## src/rtl/mlp_collector_drain.sv

```systemverilog
// Drains the mlp_1 collector FIFO into an AXI-Stream master through a credit-protected skid buffer.
// Define DRAIN_CHECKSUM_EN to append an XOR checksum beat (tlast) after every packet.
module mlp_collector_drain #(
  parameter int DATA_WIDTH = 64,
  parameter int PKT_WORDS  = 4,
  parameter int SKID_DEPTH = 4
) (
  input  logic                  clk,
  input  logic                  reset,
  input  logic [DATA_WIDTH-1:0] collector_ofifo_rdata,
  input  logic                  collector_ofifo_rdy,
  output logic                  collector_ofifo_ren,
  output logic [DATA_WIDTH-1:0] m_axis_tdata,
  output logic                  m_axis_tvalid,
  input  logic                  m_axis_tready,
  output logic                  m_axis_tlast,
  output logic [31:0]           word_count,
  output logic [15:0]           pkt_count
);
  localparam int AW = $clog2(SKID_DEPTH);
  localparam int OW = AW + 1;

  typedef enum logic {PAYLOAD = 1'b0, CSUM = 1'b1} state_e;

  logic [DATA_WIDTH-1:0] mem_q [SKID_DEPTH];
  logic [AW-1:0]         wr_ptr_q, rd_ptr_q;
  logic [OW-1:0]         occ_q, occ_d;
  logic                  inflight_q;
  logic [7:0]            beat_q;
  state_e                state_q;
  logic [31:0]           word_count_q, word_count_d;
  logic [15:0]           pkt_count_q;
`ifdef DRAIN_CHECKSUM_EN
  logic [DATA_WIDTH-1:0] acc_q;
`endif

  logic has_data, is_last, beat, pay_beat, push;

  assign has_data = (occ_q != '0);
  assign is_last  = (beat_q == 8'(PKT_WORDS - 1));
  assign push     = inflight_q;

  // A read is only issued when a skid slot is guaranteed for it, counting the word still in flight.
  assign collector_ofifo_ren = ~reset & collector_ofifo_rdy &
                               ((occ_q + OW'(inflight_q)) < OW'(SKID_DEPTH));

`ifdef DRAIN_CHECKSUM_EN
  assign m_axis_tvalid = (state_q == CSUM) | has_data;
  assign m_axis_tdata  = (state_q == CSUM) ? acc_q : (has_data ? mem_q[rd_ptr_q] : '0);
  assign m_axis_tlast  = (state_q == CSUM);
`else
  assign m_axis_tvalid = has_data;
  assign m_axis_tdata  = has_data ? mem_q[rd_ptr_q] : '0;
  assign m_axis_tlast  = has_data & is_last;
`endif

  assign beat         = m_axis_tvalid & m_axis_tready;
  assign pay_beat     = beat & (state_q == PAYLOAD);
  assign occ_d        = occ_q + OW'(push) - OW'(pay_beat);
  assign word_count_d = word_count_q + 32'(pay_beat);
  assign word_count   = word_count_q;
  assign pkt_count    = pkt_count_q;

  // Storage is not reset; reads are masked by occupancy so stale entries never reach tdata.
  always_ff @(posedge clk) begin
    if (push) mem_q[wr_ptr_q] <= collector_ofifo_rdata;
  end

  always_ff @(posedge clk or posedge reset) begin
    if (reset) begin
      wr_ptr_q   <= '0;
      rd_ptr_q   <= '0;
      occ_q      <= '0;
      inflight_q <= 1'b0;
    end else begin
      inflight_q <= collector_ofifo_ren;
      occ_q      <= occ_d;
      if (push)     wr_ptr_q <= wr_ptr_q + AW'(1);
      if (pay_beat) rd_ptr_q <= rd_ptr_q + AW'(1);
    end
  end

  always_ff @(posedge clk or posedge reset) begin
    if (reset) begin
      state_q      <= PAYLOAD;
      beat_q       <= '0;
      word_count_q <= '0;
      pkt_count_q  <= '0;
`ifdef DRAIN_CHECKSUM_EN
      acc_q        <= '0;
`endif
    end else begin
      word_count_q <= word_count_d;
      case (state_q)
        PAYLOAD: begin
          if (pay_beat) begin
            beat_q <= is_last ? 8'd0 : beat_q + 8'd1;
`ifdef DRAIN_CHECKSUM_EN
            acc_q <= acc_q ^ m_axis_tdata;
            if (is_last) state_q <= CSUM;
`else
            if (is_last) pkt_count_q <= pkt_count_q + 16'd1;
`endif
          end
        end
        CSUM: begin
`ifdef DRAIN_CHECKSUM_EN
          if (beat) begin
            acc_q       <= '0;
            pkt_count_q <= pkt_count_q + 16'd1;
            state_q     <= PAYLOAD;
          end
`else
          state_q <= PAYLOAD;
`endif
        end
        default: state_q <= PAYLOAD;
      endcase
    end
  end

endmodule

```

## config.mk

```make
export PLATFORM = sky130hd
export DESIGN_NAME = mlp_collector_drain
export DESIGN_NICKNAME = d
export VERILOG_FILES = /design/src/rtl/mlp_collector_drain.sv
export SDC_FILE = /design/constraint.sdc
export NUM_CORES = 1
export LEC_CHECK = 0
export CAP_MARGIN = 20
export CORE_UTILIZATION = 49
export DETAILED_ROUTE_END_ITERATION = 10
export GPL_ROUTABILITY_DRIVEN = 0
export PLACE_DENSITY = 0.76
export SYNTH_ARGS = -nofsm -noshare
export SYNTH_HDL_FRONTEND = slang
export SYNTH_SLANG_ARGS = --single-unit
```

## constraint.sdc

```tcl
create_clock -name clk -period 2.95 [get_ports clk]
set_input_delay 0.295 -clock clk [delete_from_list [all_inputs] [get_ports clk]]
set_output_delay 0.295 -clock clk [all_outputs]
set_load 0.05 [all_outputs]
```

== Word-level counts from Yosys, hierarchy flattened ==
Memories as Yosys holds them, arrays and structs flattened.
Index checks and enable logic that the tools add are counted.

* Add/sub/neg operators: 7
* Multipliers: 0
* Div/mod/pow operators: 0
* $lt $le $gt $ge: 1
* Equal/unequal tests: 1
* Shift operators: 0
* Muxes and demuxes: 4
* Bitwise operators: 5
* Reductions and logical operators: 2

{| class="wikitable"
|+ Operators by type and width
! operator !! number
|-
| 64-bit 2-to-1 mux || 1
|-
| 32-bit by 1-bit adder with 32-bit output || 1
|-
| 16-bit by 1-bit adder with 16-bit output (second input constant) || 1
|-
| 8-bit by 1-bit adder with 8-bit output (second input constant) || 1
|-
| 8-bit by 2-bit equality test with 1-bit output (second input constant) || 1
|-
| 8-bit 2-to-1 mux || 1
|-
| 2-bit by 1-bit adder with 2-bit output (second input constant) || 2
|-
| 1-bit bitwise AND || 4
|-
| 3-bit by 1-bit adder with 3-bit output || 1
|-
| 3-bit less-than comparator (second input constant) || 1
|-
| 3-bit nonzero test || 1
|-
| 3-bit by 1-bit subtractor with 3-bit output || 1
|-
| 1-bit 2-to-1 mux || 2
|-
| 2-bit AND reduction || 1
|-
| 1-bit inverter || 1
|}

* Flip-flop bits (word level): 64
* Latch bits: 0
* RAM bits: 256
* ROM bits: 0
* Output and inout bits: 115
* Logic and storage cells: 28
* Memories kept: 1

{| class="wikitable"
|+ Memory list
! memory !! depth !! width !! rd ports !! clocked after Yosys merged registers in !! wr ports !! RTL line !! source
|-
| mem_q || 4 || 64 || 1 || 0 || 1 || 25 || <nowiki>logic [DATA_WIDTH-1:0] mem_q [SKID_DEPTH];</nowiki>
|}

== Depth between registers and ports, before layout ==
* Depth in word-level cells: 3
* Depth in mapped cells: 8

== Worst setup path after synthesis ==
No wires, ideal clock.

* Path type: input to output
* Start point: input port reset
* End point: output port collector_ofifo_ren
* Arrival: 2310 ps
* Data required time: 2655 ps
* Path slack: 345 ps
* Stages on the path: 2
* Path through: inv_1 -> and3_1

* Cells in the longest elaborated chain, start to end: 3

{| class="wikitable"
|+ Ends and longest elaborated chain
! element !! RTL line !! source
|-
| start, declared || 9 || <nowiki>input logic reset,</nowiki>
|-
| 1-bit inverter || 44 || <nowiki>assign collector_ofifo_ren = ~reset & collector_ofifo_rdy &</nowiki>
|-
| 1-bit bitwise AND (2 in a row) || 44 ||
|-
| end, declared || 12 || <nowiki>output logic collector_ofifo_ren,</nowiki>
|}

Every way passes these cells.

== Worst setup path in the final report ==
* Start point: register beat_q[0]
* End point: output port m_axis_tlast

* Cells in the longest elaborated chain, start to end: 2

{| class="wikitable"
|+ Ends and longest elaborated chain
! element !! RTL line !! source
|-
| start, declared || 29 || <nowiki>logic [7:0] beat_q;</nowiki>
|-
| start signal, assigned || 97 || <nowiki>beat_q <= is_last ? 8'd0 : beat_q + 8'd1;</nowiki>
|-
| 8-bit by 2-bit equality test with 1-bit output || 40 || <nowiki>assign is_last = (beat_q == 8'(PKT_WORDS - 1));</nowiki>
|-
| 1-bit bitwise AND || 54 || <nowiki>assign m_axis_tlast = has_data & is_last;</nowiki>
|-
| end, declared || 16 || <nowiki>output logic m_axis_tlast,</nowiki>
|}

Every way passes these cells.

==> run summary <==
First-pass GRT wire length -> 38300 µm
Most common cell in the netlist -> edfxtp_1
Area Growth Syn to Fin -> 26.2%
Register area share after synthesis -> 73.4%
Die Area -> 26500 µm²
Slew @ Worst Pin -> 1.10 ns
Layout cells sized above 1 -> 23.1%
Post-synthesis cell area -> 12700 µm²
CORE AREA -> 25300 µm²
PortBufs -> 182
Antenna violations before repair -> 0
FF+latch count, synth -> 320
Synthesized instance count -> 676
Top_reg_cell synth -> edfxtp_1
Peak supply drop -> 0.655 mV
Skew final -> 0.0134 ns
Initial Utilization -> 50.1%
Power density over cell area -> 1000 nW/µm²
Post-route ant nets -> 0
Slew Viols, Final -> 0
Worst EP arrival -> 2.39 ns
Avg Inst Size Synth -> 18.7 µm²
Synthesis Warnings -> 0
Die width -> 163 µm
Slew headroom -> 26.0%
Hold Vio Cnt, Final -> 0
WS Path Type -> reg -> out
RSZ-0062 raised after global routing -> false
Fin crit share -> 91.1%
Area occupied by multi-input gates -> 3220 µm²
Status -> finished clean
Top Ports -> 183
Period minus WS final -> 2.69 ns
Pin count of the biggest net entering global routing -> 65
Finished Layout Cells -> 1236
Worst-path fanout max -> 6
Ranking of synthesized cells by area -> edfxtp_1 61%, dfrtp_1 13%, mux4_2 11%
Fmax -> 0.372 GHz
Number of synthesized flops with an enable pin -> 256
H-tree Lvls -> 2
Setup Fix Bufs, Post-CTS -> 0
Vias after detailed routing -> 6609
Clk slew on worst S/H paths -> 0.06 ns
Cell area after layout -> 16000 µm²
CTS tree -> done
1st-iter DRT viols -> 438
Worst EP required -> 2.65 ns
Leakage power -> 5.70 nW
Clock latency on the worst-skew pair -> 0.50 ns
Dpl cell area -> 14800 µm²
Yosys cell types -> 29
Aggregate global-route resource usage -> 19.0%
Fin nets -> 960
Setup Viol. Count Final -> 0
Top cell type by total area after synthesis -> edfxtp_1
Min-delay worst type -> in -> async
Top cells by count, synth -> 256 x edfxtp_1, 74 x and2_1, 64 x dfrtp_1, 64 x mux4_2, 43 x xnor2_1
CTS max path bufs -> 3
Startpoint types -> flop
Total gr overflow -> 0
Max_cap viols -> 0
Ant diodes -> 0
Root Buffer -> clkbuf_16
DIE HEIGHT -> 163 µm
Post-DP HPWL -> 15000 µm
Final setup TNS -> 0 ns
Worst Setup Slack, final -> 0.262 ns
Filler cells -> 1791
Placed cells -> 1174
Number of global-route vias before repair -> 6906
Asr flop ratio synth -> 20.0%
Clock Sinks -> 320
Yosys top cell area share -> 60.8%
Vias per inst -> 5.35
Final WL -> 24500 µm
CP endpoint kind -> output pin
Drt first pass iters -> 4
Hold slack -> 0.368 ns
Pre-CTS setup slack -> 0.476 ns
Synthesized Nets -> 756
# rows -> 58
DRC Markers -> 0
WL/cell -> 19.8 µm
Cts bufs inserted -> 34
Flip-flop and latch area -> 9290 µm²
## worst max-delay path, cell delays in order, from the launching register on
cell and delay (ns):
dfrtp_1 0.37, ha_1 0.20, or4b_4 0.55, nor3_1 0.24, dlygate4sd2_1 0.55
## path summary, 6_finish.rpt
path                                      from        endpoint  slack, ns  cells after the start
setup / recovery                     beat_q[0]    m_axis_tlast       0.26                      4
hold / removal                           reset        occ_q[0]       0.37                      3
setup reg to reg                      occ_q[0]  word_count[10]       0.51                      7
hold reg to reg                 word_count[31]  word_count[31]       0.48                      1
max in group asynchronous                reset     rd_ptr_q[0]       1.99                      3
min in group clk           collector_ofifo_rdy      inflight_q       0.41                      2
## registers in the layout, indices dropped and copies added (netlist names)
signal / count
pkt_count: 16
occ_q: 3
wr_ptr_q: 2
mem_q: 256
rd_ptr_q: 2
inflight_q: 1
beat_q: 8
word_count: 32
## power breakdown
group	switching, W	leakage [nW]	internal, W
clock	0.00163	0.582	0.00277
sequential	0.000220	3.16	0.00531
combinational	0.00387	1.96	0.00222
## repair_timing
| item | in CTS | in global routing |
|---|---|---|
| resized for setup | 2 | 0 |
| hold buffers | 0 | 0 |
| setup endpoints to repair | 2 | 0 |
## stage by stage
step,util (%),total power [W]
6_report,63.2,0.0160
3_3_place_gp,58.5,0.0117
5_1_grt,63.2,0.0167
3_5_place_dp,58.5,0.0118
4_1_cts,63.2,0.0162
2_1_floorplan,-,0.0100
## cells by family after synthesis
logic type | share of synthesized area, %
flops | 73.4
buf+inv | 1.22
xor+xnor | 3.81
mux | 11.6
fa+ha+maj | 1.19
simple gates | 8.51
compound gates | 0.287
## placed cells by master, fill, tap and decap left out, types with 2 or more instances in the layout
master,n
edfxtp_1,256
clkdlybuf4s50_1,116
buf_4,71
and2_1,70
mux4_2,64
dfrtp_1,62
xnor2_1,43
clkbuf_16,37
nand2_1,27
nand4_1,25
nand3_1,15
xor2_1,12
ha_1,12
nor2_1,10
and3_1,10
inv_1,9
nor3_1,8
clkinv_2,7
clkbuf_1,6
bufinv_16,5
buf_12,5
nor4_1,4
and2_4,4
clkinv_1,4
nor4_4,3
o21ai_0,3
inv_2,2
mux2_2,2
clkbuf_8,2
dlygate4sd2_1,2
## cell type report
cell class | instances | share of cell area (%)
multi-input combinational | 319 | 20.2
clock inverter | 17 | 1.30
timing repair buffer | 194 | 11.4
tap | 330 | 2.59
sequential | 320 | 58.2
clock buffer | 45 | 6.11
inverter | 11 | 0.259
## per-layer routing
layer / global-route usage (%) / wire (µm) / up-vias
met1: 26.2 / 10600 / 3353
li1: - / - / 3029
met2: 30.9 / 11900 / 198
met5: 0 / 0 / -
met3: 4.25 / 1570 / 29
met4: 4.55 / 345 / 0
Note: power is estimated with default switching activity, not from simulation.
